<file path="src/rtl/cpu_bus_pkg.sv">
// Shared types for the CPU memory-side bridge: size codes, regions, FSM states,
// the latched access descriptor and default region bases.
package cpu_bus_pkg;

  localparam int unsigned XLEN = 32;

  typedef logic [XLEN-1:0] word_t;
  typedef logic [1:0]      size_t;

  localparam size_t SZ_BYTE = 2'd0;
  localparam size_t SZ_HALF = 2'd1;
  localparam size_t SZ_WORD = 2'd2;
  localparam size_t SZ_BAD  = 2'd3;

  typedef enum logic [1:0] {REG_ROM, REG_RAM, REG_VGA, REG_NONE} region_e;

  typedef enum logic [1:0] {IDLE, ACCESS, WAIT_VGA, RESP} state_e;

  localparam word_t ROM_BASE_DEF = 32'hb000_0000;
  localparam word_t RAM_BASE_DEF = 32'h0000_0000;
  localparam word_t VGA_BASE_DEF = 32'hc000_0000;

  // What must survive from acceptance to the response.
  typedef struct packed {
    logic    we;
    size_t   size;
    logic [1:0] lane;
    region_e region;
  } acc_t;

  // Region hit: top nibble matches and offset lies inside the 4<<aw byte window.
  function automatic logic region_hit(word_t addr, logic [3:0] base_nib, int unsigned aw);
    return (addr[31:28] == base_nib) && (addr[27:0] < 28'(32'd4 << aw));
  endfunction

endpackage

</file>
<file path="src/rtl/cpu_bus_bridge_if.sv">
// CPU-side request/response channel of the bridge.
interface cpu_bus_bridge_if;
  import cpu_bus_pkg::*;

  logic  req_valid;
  logic  req_ready;
  word_t req_addr;
  logic  req_we;
  size_t req_size;
  word_t req_wdata;
  logic  rsp_valid;
  word_t rsp_data;
  logic  rsp_err;

  modport master (
    output req_valid, req_addr, req_we, req_size, req_wdata,
    input  req_ready, rsp_valid, rsp_data, rsp_err
  );

  modport slave (
    input  req_valid, req_addr, req_we, req_size, req_wdata,
    output req_ready, rsp_valid, rsp_data, rsp_err
  );
endinterface

</file>
<file path="src/rtl/cpu_bus_bridge_lane.sv">
// Little-endian byte-lane steering: enables, positioned write data,
// right-justified zero-extended load data and misalignment detection.
module bus_lane_align
  import cpu_bus_pkg::*;
(
  input  logic [1:0] lane,
  input  size_t      size,
  input  word_t      wdata,
  input  word_t      rdata,
  output logic [3:0] be,
  output word_t      wdata_pos,
  output word_t      rdata_ext,
  output logic       misaligned
);

  word_t shifted;

  always_comb begin
    be         = 4'b0000;
    wdata_pos  = wdata;
    misaligned = 1'b0;
    shifted    = rdata >> {lane, 3'b000};
    rdata_ext  = shifted;
    case (size)
      SZ_BYTE: begin
        be        = 4'b0001 << lane;
        wdata_pos = {4{wdata[7:0]}};
        rdata_ext = {24'h0, shifted[7:0]};
      end
      SZ_HALF: begin
        be         = 4'b0011 << lane;
        wdata_pos  = {2{wdata[15:0]}};
        rdata_ext  = {16'h0, shifted[15:0]};
        misaligned = lane[0];
      end
      SZ_WORD: begin
        be         = 4'b1111;
        misaligned = |lane;
      end
      default: ;
    endcase
  end

endmodule

</file>
<file path="src/rtl/cpu_bus_bridge.sv">
// CPU memory-side bridge: decodes one request at a time onto boot ROM, RAM or
// the VGA framebuffer and returns data or an error as a one-cycle response.
module cpu_bus_bridge
  import cpu_bus_pkg::*;
#(
  parameter word_t       ROM_BASE = ROM_BASE_DEF,
  parameter int unsigned ROM_AW   = 10,
  parameter word_t       RAM_BASE = RAM_BASE_DEF,
  parameter int unsigned RAM_AW   = 12,
  parameter word_t       VGA_BASE = VGA_BASE_DEF,
  parameter int unsigned VGA_AW   = 14,
  parameter int unsigned TIMEOUT  = 255
) (
  input  logic              clk,
  input  logic              reset,
  cpu_bus_bridge_if.slave   bus,
  output logic              rom_en,
  output logic [ROM_AW-1:0] rom_addr,
  input  word_t             rom_rdata,
  output logic              ram_en,
  output logic [3:0]        ram_we,
  output logic [RAM_AW-1:0] ram_addr,
  output word_t             ram_wdata,
  input  word_t             ram_rdata,
  output logic              vga_req,
  output logic [3:0]        vga_we,
  output logic [VGA_AW-1:0] vga_addr,
  output word_t             vga_wdata,
  input  logic              vga_ack,
  input  word_t             vga_rdata
);

  localparam int unsigned TW = $clog2(TIMEOUT + 1);

  state_e  state, state_n;
  logic    phase, phase_n;
  acc_t    acc_q, acc_n;
  logic [TW-1:0] tcnt, tcnt_n;

  logic    ready_q, ready_n;
  logic    rsp_valid_q, rsp_valid_n;
  word_t   rsp_data_q, rsp_data_n;
  logic    rsp_err_q, rsp_err_n;

  logic              rom_en_n, ram_en_n, vga_req_n;
  logic [ROM_AW-1:0] rom_addr_n;
  logic [3:0]        ram_we_n, vga_we_n;
  logic [RAM_AW-1:0] ram_addr_n;
  logic [VGA_AW-1:0] vga_addr_n;
  word_t             ram_wdata_n, vga_wdata_n;

  region_e    region_in;
  logic       dec_err, accept;
  logic [1:0] lane_sel;
  size_t      size_sel;
  word_t      rdata_sel, wdata_pos, rdata_ext;
  logic [3:0] be;
  logic       misaligned;

  assign bus.req_ready = ready_q;
  assign bus.rsp_valid = rsp_valid_q;
  assign bus.rsp_data  = rsp_data_q;
  assign bus.rsp_err   = rsp_err_q;

  assign accept = bus.req_valid && ready_q;

  // Lane logic sees the live request while idle, the latched one afterwards.
  assign lane_sel = (state == IDLE) ? bus.req_addr[1:0] : acc_q.lane;
  assign size_sel = (state == IDLE) ? bus.req_size      : acc_q.size;

  always_comb begin
    rdata_sel = ram_rdata;
    if (state == WAIT_VGA)              rdata_sel = vga_rdata;
    else if (acc_q.region == REG_ROM)   rdata_sel = rom_rdata;
  end

  bus_lane_align u_lane (
    .lane       (lane_sel),
    .size       (size_sel),
    .wdata      (bus.req_wdata),
    .rdata      (rdata_sel),
    .be         (be),
    .wdata_pos  (wdata_pos),
    .rdata_ext  (rdata_ext),
    .misaligned (misaligned)
  );

  always_comb begin
    region_in = REG_NONE;
    if (region_hit(bus.req_addr, ROM_BASE[31:28], ROM_AW))      region_in = REG_ROM;
    else if (region_hit(bus.req_addr, RAM_BASE[31:28], RAM_AW)) region_in = REG_RAM;
    else if (region_hit(bus.req_addr, VGA_BASE[31:28], VGA_AW)) region_in = REG_VGA;
  end

  assign dec_err = (region_in == REG_NONE) || (bus.req_size == SZ_BAD) || misaligned ||
                   (bus.req_we && (region_in == REG_ROM));

  // Next-state and next-output logic; ACCESS spans the enable cycle (phase 0)
  // and the cycle the synchronous target returns data (phase 1).
  always_comb begin
    state_n     = state;
    phase_n     = phase;
    acc_n       = acc_q;
    tcnt_n      = tcnt;
    rsp_data_n  = '0;
    rsp_err_n   = 1'b0;
    rom_en_n    = 1'b0;
    rom_addr_n  = rom_addr;
    ram_en_n    = 1'b0;
    ram_we_n    = 4'b0000;
    ram_addr_n  = ram_addr;
    ram_wdata_n = ram_wdata;
    vga_req_n   = vga_req;
    vga_we_n    = vga_we;
    vga_addr_n  = vga_addr;
    vga_wdata_n = vga_wdata;

    case (state)
      IDLE: begin
        if (accept) begin
          acc_n = '{we: bus.req_we, size: bus.req_size, lane: bus.req_addr[1:0], region: region_in};
          if (dec_err) begin
            state_n   = RESP;
            rsp_err_n = 1'b1;
          end else begin
            case (region_in)
              REG_ROM: begin
                state_n    = ACCESS;
                phase_n    = 1'b0;
                rom_en_n   = 1'b1;
                rom_addr_n = bus.req_addr[ROM_AW+1:2];
              end
              REG_RAM: begin
                state_n     = ACCESS;
                phase_n     = 1'b0;
                ram_en_n    = 1'b1;
                ram_we_n    = bus.req_we ? be : 4'b0000;
                ram_addr_n  = bus.req_addr[RAM_AW+1:2];
                ram_wdata_n = wdata_pos;
              end
              REG_VGA: begin
                state_n     = WAIT_VGA;
                tcnt_n      = '0;
                vga_req_n   = 1'b1;
                vga_we_n    = bus.req_we ? be : 4'b0000;
                vga_addr_n  = bus.req_addr[VGA_AW+1:2];
                vga_wdata_n = wdata_pos;
              end
              default: ;
            endcase
          end
        end
      end
      ACCESS: begin
        if (!phase) begin
          phase_n = 1'b1;
        end else begin
          phase_n    = 1'b0;
          state_n    = RESP;
          rsp_data_n = acc_q.we ? '0 : rdata_ext;
        end
      end
      WAIT_VGA: begin
        tcnt_n = tcnt + TW'(1);
        if (vga_ack) begin
          state_n    = RESP;
          vga_req_n  = 1'b0;
          vga_we_n   = 4'b0000;
          rsp_data_n = acc_q.we ? '0 : rdata_ext;
        end else if (tcnt_n == TW'(TIMEOUT)) begin
          state_n   = RESP;
          vga_req_n = 1'b0;
          vga_we_n  = 4'b0000;
          rsp_err_n = 1'b1;
        end
      end
      RESP: state_n = IDLE;
      default: state_n = IDLE;
    endcase

    rsp_valid_n = (state_n == RESP);
    ready_n     = (state_n == IDLE);
  end

  always_ff @(posedge clk) begin
    if (!reset) begin
      state       <= IDLE;
      phase       <= 1'b0;
      acc_q       <= '0;
      tcnt        <= '0;
      ready_q     <= 1'b1;
      rsp_valid_q <= 1'b0;
      rsp_data_q  <= '0;
      rsp_err_q   <= 1'b0;
      rom_en      <= 1'b0;
      rom_addr    <= '0;
      ram_en      <= 1'b0;
      ram_we      <= 4'b0000;
      ram_addr    <= '0;
      ram_wdata   <= '0;
      vga_req     <= 1'b0;
      vga_we      <= 4'b0000;
      vga_addr    <= '0;
      vga_wdata   <= '0;
    end else begin
      state       <= state_n;
      phase       <= phase_n;
      acc_q       <= acc_n;
      tcnt        <= tcnt_n;
      ready_q     <= ready_n;
      rsp_valid_q <= rsp_valid_n;
      rsp_data_q  <= rsp_data_n;
      rsp_err_q   <= rsp_err_n;
      rom_en      <= rom_en_n;
      rom_addr    <= rom_addr_n;
      ram_en      <= ram_en_n;
      ram_we      <= ram_we_n;
      ram_addr    <= ram_addr_n;
      ram_wdata   <= ram_wdata_n;
      vga_req     <= vga_req_n;
      vga_we      <= vga_we_n;
      vga_addr    <= vga_addr_n;
      vga_wdata   <= vga_wdata_n;
    end
  end

endmodule

</file>
<file path="src/flat_wrapper.sv">
// flat-port wrapper written by rule: the top's interface ports become plain ports
module cpu_bus_bridge_flat import cpu_bus_pkg::*;
#(
  parameter word_t       ROM_BASE = ROM_BASE_DEF,
  parameter int unsigned ROM_AW   = 10,
  parameter word_t       RAM_BASE = RAM_BASE_DEF,
  parameter int unsigned RAM_AW   = 12,
  parameter word_t       VGA_BASE = VGA_BASE_DEF,
  parameter int unsigned VGA_AW   = 14,
  parameter int unsigned TIMEOUT  = 255
)
  (clk, reset, rom_en, rom_addr, rom_rdata, ram_en, ram_we, ram_addr, ram_wdata, ram_rdata, vga_req, vga_we, vga_addr, vga_wdata, vga_ack, vga_rdata, bus_req_valid, bus_req_addr, bus_req_we, bus_req_size, bus_req_wdata, bus_req_ready, bus_rsp_valid, bus_rsp_data, bus_rsp_err);
  cpu_bus_bridge_if bus_i ();
  input  logic clk;
  input  logic reset;
  output logic rom_en;
  output logic [ROM_AW-1:0] rom_addr;
  input  word_t rom_rdata;
  output logic ram_en;
  output logic [3:0] ram_we;
  output logic [RAM_AW-1:0] ram_addr;
  output word_t ram_wdata;
  input  word_t ram_rdata;
  output logic vga_req;
  output logic [3:0] vga_we;
  output logic [VGA_AW-1:0] vga_addr;
  output word_t vga_wdata;
  input  logic vga_ack;
  input  word_t vga_rdata;
  input wire logic [$bits(bus_i.req_valid)-1:0] bus_req_valid;
  input wire logic [$bits(bus_i.req_addr)-1:0] bus_req_addr;
  input wire logic [$bits(bus_i.req_we)-1:0] bus_req_we;
  input wire logic [$bits(bus_i.req_size)-1:0] bus_req_size;
  input wire logic [$bits(bus_i.req_wdata)-1:0] bus_req_wdata;
  output wire logic [$bits(bus_i.req_ready)-1:0] bus_req_ready;
  output wire logic [$bits(bus_i.rsp_valid)-1:0] bus_rsp_valid;
  output wire logic [$bits(bus_i.rsp_data)-1:0] bus_rsp_data;
  output wire logic [$bits(bus_i.rsp_err)-1:0] bus_rsp_err;
  assign bus_i.req_valid = bus_req_valid;
  assign bus_i.req_addr = bus_req_addr;
  assign bus_i.req_we = bus_req_we;
  assign bus_i.req_size = bus_req_size;
  assign bus_i.req_wdata = bus_req_wdata;
  assign bus_req_ready = bus_i.req_ready;
  assign bus_rsp_valid = bus_i.rsp_valid;
  assign bus_rsp_data = bus_i.rsp_data;
  assign bus_rsp_err = bus_i.rsp_err;
  cpu_bus_bridge #(.ROM_BASE(ROM_BASE), .ROM_AW(ROM_AW), .RAM_BASE(RAM_BASE), .RAM_AW(RAM_AW), .VGA_BASE(VGA_BASE), .VGA_AW(VGA_AW), .TIMEOUT(TIMEOUT)) u_core (.clk(clk), .reset(reset), .bus(bus_i), .rom_en(rom_en), .rom_addr(rom_addr), .rom_rdata(rom_rdata), .ram_en(ram_en), .ram_we(ram_we), .ram_addr(ram_addr), .ram_wdata(ram_wdata), .ram_rdata(ram_rdata), .vga_req(vga_req), .vga_we(vga_we), .vga_addr(vga_addr), .vga_wdata(vga_wdata), .vga_ack(vga_ack), .vga_rdata(vga_rdata));
endmodule
</file>
<file path="config.mk">
export PLATFORM = sky130hd
export DESIGN_NAME = cpu_bus_bridge_flat
export DESIGN_NICKNAME = d
export VERILOG_FILES = /design/src/rtl/cpu_bus_pkg.sv /design/src/rtl/cpu_bus_bridge_if.sv /design/src/rtl/cpu_bus_bridge_lane.sv /design/src/rtl/cpu_bus_bridge.sv /design/src/flat_wrapper.sv
export SDC_FILE = /design/constraint.sdc
export NUM_CORES = 1
export LEC_CHECK = 0
export ABC_AREA = 1
export CAP_MARGIN = 20
export CELL_PAD_IN_SITES_DETAIL_PLACEMENT = 0
export CELL_PAD_IN_SITES_GLOBAL_PLACEMENT = 1
export CORE_MARGIN = 2
export CORE_UTILIZATION = 32
export DETAILED_ROUTE_END_ITERATION = 10
export GPL_TIMING_DRIVEN = 0
export PLACE_DENSITY = 0.94
export SYNTH_ARGS = -nofsm -noshare
export SYNTH_HDL_FRONTEND = slang
export SYNTH_SLANG_ARGS = --single-unit
</file>
<file path="constraint.sdc">
create_clock -name clk -period 7.4 [get_ports clk]
set_input_delay 1.11 -clock clk [delete_from_list [all_inputs] [get_ports clk]]
set_output_delay 1.11 -clock clk [all_outputs]
set_load 0.005 [all_outputs]
</file>
# Yosys cells after proc, flatten, opt, wreduce, memory -nomap -nowiden
# Cells that the tools add are included.
# classes
order_cmp,3
eq_ne,18
n_reduce_logical,27
add_sub_neg,1
shifts,3
bitwise,5
n_mux,51
# op_table
operator,count
32-bit case mux with 2 select lines,3
32-bit 2-to-1 mux,5
32-bit by 5-bit right shift with 32-bit output,1
"28-bit by 13-bit < comparator with 1-bit output, second input constant",1
"28-bit by 15-bit < comparator with 1-bit output, second input constant",1
"28-bit by 17-bit < comparator with 1-bit output, second input constant",1
4-bit 2-to-1 mux,6
8-bit 2-to-1 mux,3
4-bit AND reduction,5
2-bit 2-to-1 mux,9
1-bit 2-to-1 mux,16
8-bit case mux with 2 select lines,1
"2-bit == test, second input constant",7
4-bit case mux with 3 select lines,1
2-bit zero test,5
"8-bit by 1-bit adder with 8-bit output, second input constant",1
"4-bit == test, second input constant",2
"8-bit == test, second input constant",1
1-bit case mux with 2 select lines,4
2-bit case mux with 4 select lines,1
4-bit case mux with 2 select lines,1
"2-bit by 1-bit == test with 1-bit output, second input constant",3
"2-bit inequality test, second input constant",3
1-bit logical AND,5
14 further kinds,22
# totals
word_cells,129
in_bits,167
regBits,164

# Depth between registers and ports, before layout
# Gate-level depths: netlist of run 1.
# depth
depth_word,13
depth_mapped,19
mapped_depth_nobuf,18

# Cells and area by module
# From an unflattened synthesis of run 1, not the netlist that was laid out.
# hier_totals
cells_unflattened,1323
area_unflattened_um2,8575.7
# modules_own_cells
module,area_per_inst_um2,instances,cells_each
cpu_bus_bridge,7116.8,1,1013
bus_lane_align,1458.9,1,310

# Least setup slack after synthesis of run 1
# OpenSTA, ideal clock, no wires.
# synth_timing
path_kind,input port to flip-flop
startpoint,input bus_req_size[1]
endpoint,register u_core.vga_addr[1]
slack_ns,4.407
path_stages,14
setup_time_ns,0.128
n_path_buf,2
arrival_time_ns,2.864
t_required_ns,7.272
path_cell_list,or2_2 > o21ai_0 > inv_1 > ha_1 > inv_1 > nand2_1 > nand3_2 > nand2_2 > nor2_4 > nand4_2 > buf_4 > clkbuf_2 > o21ai_0 > a21oi_1
# synth_between
elab_chain_len,7
# synth_lines
item,line,text
"start, declared",flat_wrapper.sv:33,input wire logic [$bits(bus_i.req_size)-1:0] bus_req_size;
2-bit 2-to-1 mux,cpu_bus_bridge.sv:69,assign size_sel = (state == IDLE) ? bus.req_size : acc_q.size;
2-bit == test / 2-bit by 1-bit == test with 1-bit output (equally long branches),cpu_bus_bridge_lane.sv:24,case (size)
1-bit case mux with 2 select lines,cpu_bus_bridge_lane.sv:24,
1-bit logical OR * (2 in a row),cpu_bus_bridge.sv:95,assign dec_err = (region_in == REG_NONE) || (bus.req_size == SZ_BAD) || misaligned ||
1-bit NOT (no source line) *,-,
4-bit AND reduction (no source line) *,-,
"end signal, assigned",cpu_bus_bridge.sv:222,vga_addr <= vga_addr_n;
"end, declared",cpu_bus_bridge.sv:27,"output logic [VGA_AW-1:0] vga_addr,"
# Every way passes the cells marked *; elsewhere a longest branch is shown, timed or not.
# A chain may end at the register's enable or synchronous reset.

# Worst setup path after layout of run 1
# layout_timing
startpoint,input bus_req_size[1]
endpoint,register u_core.rsp_data_q[27] (netlist: u_core.bus.rsp_data[27])
# layout_between
elab_chain_len,6
# layout_lines
item,line,text
2-bit 2-to-1 mux *,cpu_bus_bridge.sv:69,
2-bit by 1-bit == test with 1-bit output / 2-bit zero test (equally long branches),cpu_bus_bridge_lane.sv:24,
32-bit case mux with 2 select lines *,cpu_bus_bridge_lane.sv:24,
32-bit 2-to-1 mux *,"cpu_bus_bridge.sv:160, cpu_bus_bridge.sv:169",
32-bit 2-to-1 mux (on tied branches),"cpu_bus_bridge.sv:165, cpu_bus_bridge.sv:155",
32-bit case mux with 2 select lines *,cpu_bus_bridge.sv:118,case (state)
"end signal, assigned",cpu_bus_bridge.sv:212,rsp_data_q <= rsp_data_n;
"end, declared",cpu_bus_bridge.sv:42,"word_t rsp_data_q, rsp_data_n;"
# Marks and branches as above.

==> metrics.md, run 1 <==
| Metric | Value |
|---|---|
| Status | `completed` |
| Ratio of cells with drive above 1 in the final layout | `0.0657` |
| Detailed Routing Iterations Pass 1 | `5` |
| Syn-to-layout area delta | `54.2%` |
| Met1 Usage GRT | `0.261` |
| Syn_area_per_cell | `about 7.2 sq um` |
| Post-route minimum period | `approximately 3.8 ns` |
| CP Data Arrival Time | `roughly 4.2 ns` |
| Maxcap violations | `0` |
| Worst-path clk slew | `approximately 0.07 ns` |
| Syn nets | `between 1,000 and 1,500` |
| Most frequent cells in the layout | `clkdlybuf4s50_1 (311), nor2_1 (181), dfxtp_1 (164)` |
| Cell area after synthesis | `around 7600 sq um` |
| Final #Nets | `approximately 1,600` |
| Pwr Total | `around 3.4 mW` |
| Post-route clock period utilization | `0.516` |
| WL final | `between 20,000 and 30,000 um` |
| # DRC | `0` |
| Maximum fanout along the worst path | `10` |
| CTS Hold Bufs | `0` |
| Row count | `56` |
| Final Skew | `0.0129 ns` |
| Die Wd | `158 um` |
| Resized cells post-CTS | `0` |
| RSZ-0062 raised after global routing | `false` |
| Die Y | `~160 um` |
| Max VDD drop | `0.165 mV` |
| GRT Max-Usage Layer | `met2` |
| GRT Util Overall | `0.236` |
| Setup bufs post-CTS | `0` |
| Initial detailed-routing violation count | `423` |
| Hold WC Path Type | `reg2reg` |
| R2R Path Start | `u_core.state[0]$_SDFF_PN0_` |
| Fmax | `roughly 260 MHz` |
| IO Pins | `about 310` |
| Met3 GRT Util | `0.0794` |
| CORE AREA | `around 23,000 sq um` |
| Crit path from | `bus_req_size[1]` |
| Post-DR vias/cell | `4.79` |
| Post-route cell area | `between 10,000 and 15,000 sq um` |
| CP Launch Type | `primary input` |
| Required time worst endpoint | `between 7 and 8 ns` |
| Vias in the first global route | `approximately 8,200` |
| Cells after Synth | `1,056` |
| Worst hold slack | `0.446 ns` |
| Largest net degree at the start of global routing | `19` |
| Post-synthesis sequential area ratio | `0.434` |
| TritonCTS Buffers | `17` |
| Pwr Density | `roughly 290 nW/um^2` |
| Sink Count | `164` |
| DR vias | `8,229` |
| Placed cell areas | `around 11,000 sq um` |
| Placed wire-length estimate | `23,500 um` |
| Leak Pwr | `4.56 nW` |
| DR WL/cell | `between 15 and 20 um` |
| Commonest non-fill, non-tap cell in the layout | `clkdlybuf4s50_1` |
| Crit end category | `flop` |
| Die Area | `24,900 sq um` |
| Slew headroom | `0.488` |
| Synth cell types | `41` |
| Routed Antenna Nets | `0` |
| Global-route wire length before repair | `about 45,000 um` |
| Final hold vios | `0` |
| Antenna violations before repair | `1` |
| Congestion Overflow GR | `0` |
| Clk buf depth | `2` |
| Initial Utilization | `0.324` |
| Latest clock arrival within the worst-skew pair | `0.43 ns` |
| ANT cells | `0` |
| Final setup fails | `0` |
| Met2 GRT Util | `0.420` |
| CTS tree | `built` |
| H-tree Lvls | `4` |
| Tightest Pin Transition | `between 0.7 and 0.8 ns` |
| Yosys warns | `0` |
| Critical path class | `in2reg` |
| PortBufs | `about 310` |
| Setup_tns | `0 ns` |
| Fillers | `about 2,300` |
| Routability cong. | `between 0.8 and 0.9` |
| Hold Startpoint | `u_core.vga_wdata[0]$_SDFFE_PN0P_` |
| Max-slew violation total from the final report | `0` |
| Root Buffer | `clkbuf_16` |
| Post-synthesis sequential element count | `approximately 160` |
per-layer routing:
layer | wire (um) | share of wire
met2 | 14400 | 0.48
met3 | 2780 | 0.093
met5 | 0 | 0
met1 | 12100 | 0.40
met4 | 768 | 0.026
worst max-delay path, stage by stage:
cell and delay (ns):
clkdlybuf4s50_1 0.49, or2_2 0.11, o21ai_0 0.26, ha_1 0.41, nor2_1 0.16, clkbuf_1 0.49
nand3_1 0.42, clkbuf_1 0.38, nor2_1 0.29
stage by stage:
stage               cells   util  worst slack, ns
finish               1719  0.500             3.58
global route         1719  0.500             3.40
CTS                  1719  0.500             3.59
detailed placement   1687  0.475             3.18
global placement     1686  0.475             3.10
floorplan            1056      -             4.41
synthesized netlist by cell type (all sizes together):
library cell | instances | area (sq um)
nor2 | 185 | 714
dfxtp | 164 | 3280
nand2 | 151 | 597
inv | 135 | 507
o21ai | 132 | 661
a21oi | 69 | 345
a211oi | 40 | 305
clkbuf | 37 | 141
nand3 | 33 | 180
buf | 23 | 155
a31oi | 13 | 81.3
or2 | 12 | 75.1
a221oi | 8 | 70.1
ha | 8 | 100
nand4 | 8 | 56.3
o22ai | 7 | 43.8
nor3 | 6 | 52.6
o211ai | 6 | 45.0
clkinv | 5 | 18.8
mux2 | 5 | 56.3
o221ai | 3 | 26.3
a22oi | 1 | 7.51
and2 | 1 | 6.26
o21a | 1 | 7.51
o21bai | 1 | 7.51
xnor2 | 1 | 8.76
xor2 | 1 | 8.76
area by class of cell:
cell class	count	area (sq um)	area share
multi-input cells	692	3460	0.296
flip-flops and latches	164	3280	0.282
repair buffers	312	3120	0.267
inverters	140	526	0.0451
clock buffers	17	425	0.0365
well taps	319	399	0.0342
plain buffers	60	297	0.0254
clock inverters	15	159	0.0136
logic make-up (layout without fill, tap and decap cells):
family                   Yosys count  count (layout)  synth area share
flip-flops                       164             164             0.434
AO/OA/AOI/OAI                    281             281             0.212
adder cells (fa/ha/maj)            8               8            0.0132
XOR/XNOR                           2               2           0.00232
buffers and inverters            200             544             0.109
AND/OR/NAND/NOR                  396             396             0.222
multiplexers                       5               5           0.00745
flip-flops by register name (all words and copies together), names as in the netlist:
| name | cells |
|---|---|
| u_core.bus.req_ready | 1 |
| u_core.bus.rsp_err | 1 |
| u_core.acc_q | 7 |
| u_core.bus.rsp_data | 32 |
| u_core.ram_en | 1 |
| u_core.vga_addr | 14 |
| u_core.rom_en | 1 |
| u_core.ram_we | 4 |
| u_core.ram_addr | 12 |
| u_core.vga_wdata | 32 |
| u_core.phase | 1 |
| u_core.state | 2 |
| u_core.ram_wdata | 32 |
| u_core.vga_req | 1 |
| u_core.bus.rsp_valid | 1 |
| u_core.rom_addr | 10 |
| u_core.vga_we | 4 |
| u_core.tcnt | 8 |
worst paths after layout:
kind / slack [ns] / to / cells after the start
max: 3.58 / u_core.bus.rsp_data[27]$_SDFF_PN0_ / 9
min: 0.45 / u_core.vga_wdata[0]$_SDFFE_PN0P_ / 2
max reg2reg: 3.81 / u_core.bus.rsp_data[27]$_SDFF_PN0_ / 10
min reg2reg: 0.45 / u_core.vga_wdata[0]$_SDFFE_PN0P_ / 2
report_power, final:
group | internal [mW] | total (mW) | switching, mW
sequential | 0.927 | 0.952 | 0.0250
combinational | 0.486 | 1.53 | 1.04
clock | 0.453 | 0.889 | 0.436
total | 1.87 | 3.37 | 1.50
(Power assumes the default switching activity.)
==> run 2: changes to the inputs <==
--- a/config.mk
+++ b/config.mk
@@ -10,10 +10,10 @@
 export CELL_PAD_IN_SITES_DETAIL_PLACEMENT = 0
 export CELL_PAD_IN_SITES_GLOBAL_PLACEMENT = 1
 export CORE_MARGIN = 2
-export CORE_UTILIZATION = 32
+export CORE_UTILIZATION = 27
 export DETAILED_ROUTE_END_ITERATION = 10
 export GPL_TIMING_DRIVEN = 0
-export PLACE_DENSITY = 0.94
+export PLACE_DENSITY = 0.85
 export SYNTH_ARGS = -nofsm -noshare
 export SYNTH_HDL_FRONTEND = slang
 export SYNTH_SLANG_ARGS = --single-unit
==> constraint.sdc (replaced) <==
create_clock -name clk -period 3.2 [get_ports clk]
set_input_delay 0.48 -clock clk [delete_from_list [all_inputs] [get_ports clk]]
set_output_delay 0.48 -clock clk [all_outputs]
set_load 0.005 [all_outputs]
==> run 2 against run 1 <==
Highest routed layer is now met5. Core utilization shrank 7.6 points. Final cell count increased by 3.5%. Count of clock-buffer cells in the layout up 1. Setup slack worse by 3.3 ns. Non-clock buffer count did not move.
==> metrics.md, run 2 (synthesis results as in run 1) <==
| Metric | Value |
|---|---|
| Worst path top cell family by delay | `simple AND/OR/NAND/NOR gates` |
| Vias in the first global route | `a little over 8,000` |
| CP Data Arrival Time | `about 3.3 ns` |
| Die Area | `29,400 sq um` |
| Cell-by-cell trace of the critical path | `inv_1, ha_1, inv_2, or2_2, o21a_1, ha_1, nand3_1, nand2_1, nand3_2, nand2_2, nor2_4, nand4_2, buf_4, clkbuf_2, o21ai_0, a21oi_1` |
| Inst Count DP | `1,746` |
| Max-slew violation total from the final report | `0` |
| GRT Max-Usage Layer | `met2` |
| DR vias | `about 8,300` |
| Congestion Overflow GR | `0` |
| Pwr Density | `between 600 and 700 nW/um^2` |
| Latest clock arrival within the worst-skew pair | `approximately 0.44 ns` |
| Initial Utilization | `0.273` |
| Maximum fanout along the worst path | `10` |
| Met1 Usage GRT | `0.231` |
| Fillers | `2,884` |
| Placed cell areas | `11,200 sq um` |
| Post-route clock period utilization | `0.924` |
| Crit path from | `u_core.state[0]$_SDFF_PN0_` |
| Required time worst endpoint | `between 3 and 4 ns` |
| Largest net degree at the start of global routing | `19` |
| Most used cell along the critical path | `ha_1` |
| PortBufs | `311` |
| IO Pins | `313` |
| Hold Startpoint | `u_core.ram_wdata[17]$_SDFFE_PN0P_` |
| GRT Util Overall | `0.206` |
| Slew headroom | `0.559` |
| Fmax | `roughly 340 MHz` |
| Setup bufs post-CTS | `0` |
| Syn-to-layout area delta | `55.5%` |
| Resized cells post-CTS | `3` |
| Status | `completed` |
| CTS Hold Bufs | `0` |
| Final #Nets | `between 1,500 and 2,000` |
| Row count | `61` |
| Critical Path Slowest Stage Cell | `dfxtp_1` |
| H-tree Lvls | `4` |
| WL final | `roughly 31,000 um` |
| Tightest Pin Transition | `~0.66 ns` |
| Die Y | `171 um` |
| Root Buffer | `clkbuf_16` |
| Initial detailed-routing violation count | `about 630` |
| Critical path class | `reg2reg` |
| DR WL/cell | `~17 um` |
| Final hold vios | `0` |
| Clk buf depth | `2` |
| TritonCTS Buffers | `17` |
| R2R Path Start | `u_core.state[0]$_SDFF_PN0_` |
| RSZ-0062 raised after global routing | `false` |
| Sink Count | `around 160` |
| Antenna violations before repair | `2` |
| Routed Antenna Nets | `0` |
| CP Launch Type | `flop` |
| Hold WC Path Type | `reg2reg` |
| Routability cong. | `between 0.8 and 0.9` |
| Most frequent cells in the layout | `clkdlybuf4s50_1 (311), nor2_1 (180), dfxtp_1 (164)` |
| CP Buf/Inv Count | `4` |
| Final setup fails | `0` |
| Leak Pwr | `4.57 nW` |
| Post-DR vias/cell | `between 4 and 5` |
| Global-route wire length before repair | `about 46,000 um` |
| Non-Filler Instances | `~1,800` |
| Worst-path clk slew | `around 0.080 ns` |
| Maxcap violations | `0` |
| Detailed Routing Iterations Pass 1 | `5` |
| Met2 GRT Util | `0.371` |
| Final Skew | `approximately 0.015 ns` |
| Crit end category | `flop` |
| # DRC | `0` |
| CORE AREA | `27,700 sq um` |
| Met3 GRT Util | `0.0679` |
| CTS tree | `built` |
| Post-route cell area | `around 12,000 sq um` |
| Placed wire-length estimate | `approximately 24,000 um` |
| Max VDD drop | `0.303 mV` |
| Post-route minimum period | `~3.0 ns` |
| Ratio of cells with drive above 1 in the final layout | `0.0686` |
| Commonest non-fill, non-tap cell in the layout | `clkdlybuf4s50_1` |
| Die Wd | `about 170 um` |
| Crit-path max cell delay | `about 0.32 ns` |
==> run 2: cell count changes in the layout (fill, tap and decap cells not counted), sizes merged <==
cell / before / now
clkbuf: 54 / 55
clkinvlp: 1 / 0
diode: 0 / 1
==> run 2: where the power goes <==
group          internal, mW  total, mW  switching, mW
sequential             2.14       2.20         0.0604
combinational          1.14       3.55           2.41
clock                  1.05       2.08           1.03
==> run 2: cell type report <==
cell class / instances / area (sq um) / share of cell area
multi-input cells: 692 / 3470 / 0.295
flip-flops and latches: 164 / 3280 / 0.279
repair buffers: 312 / 3120 / 0.265
inverters: 140 / 526 / 0.0447
well taps: 378 / 473 / 0.0402
clock buffers: 18 / 429 / 0.0365
plain buffers: 60 / 299 / 0.0254
clock inverters: 14 / 155 / 0.0132
diodes: 1 / 2.50 / 0.000213
==> run 2: through the flow <==
stage                     hold WS (ns)  setup slack [ns]   util  setup TNS (ns)  power (mW)
after floorplan                  0.429             0.625      -               0        4.47
after global placement           0.432            -0.636  0.402          -11.01        5.70
after detailed placement         0.435            -0.354  0.403           -9.05        5.72
after CTS                        0.448            0.0463  0.424               0        7.82
after global routing             0.471           0.00685  0.424               0        8.31
final                            0.444             0.244  0.424               0        7.83
==> run 2: routing by layer <==
metal  vias to the layer above  wire length (um)
met1                      3764             12500
met3                        49              2970
met5                         -                13
met4                         2               604
li1                       4110                 -
met2                       373             14900
==> run 2: path summary, 6_finish.rpt <==
kind	to	slack (ns)	depth (start not counted)
hold / removal	u_core.ram_wdata[17]$_SDFFE_PN0P_	0.44	2
setup / recovery	u_core.vga_wdata[23]$_SDFFE_PN0P_	0.24	16
hold reg to reg	u_core.ram_wdata[17]$_SDFFE_PN0P_	0.44	2
setup reg to reg	u_core.vga_wdata[23]$_SDFFE_PN0P_	0.24	16
==> run 2: worst reg2reg max path: cells and delay by family, from the launching register on <==
family                     cells  cell delay, ns
DFF                            1            0.32
buffers and inverters          4            0.65
adders and majority gates      2            0.52
AOI/OAI and AO/OA              3            0.46
and+or+nand+nor                7            0.89
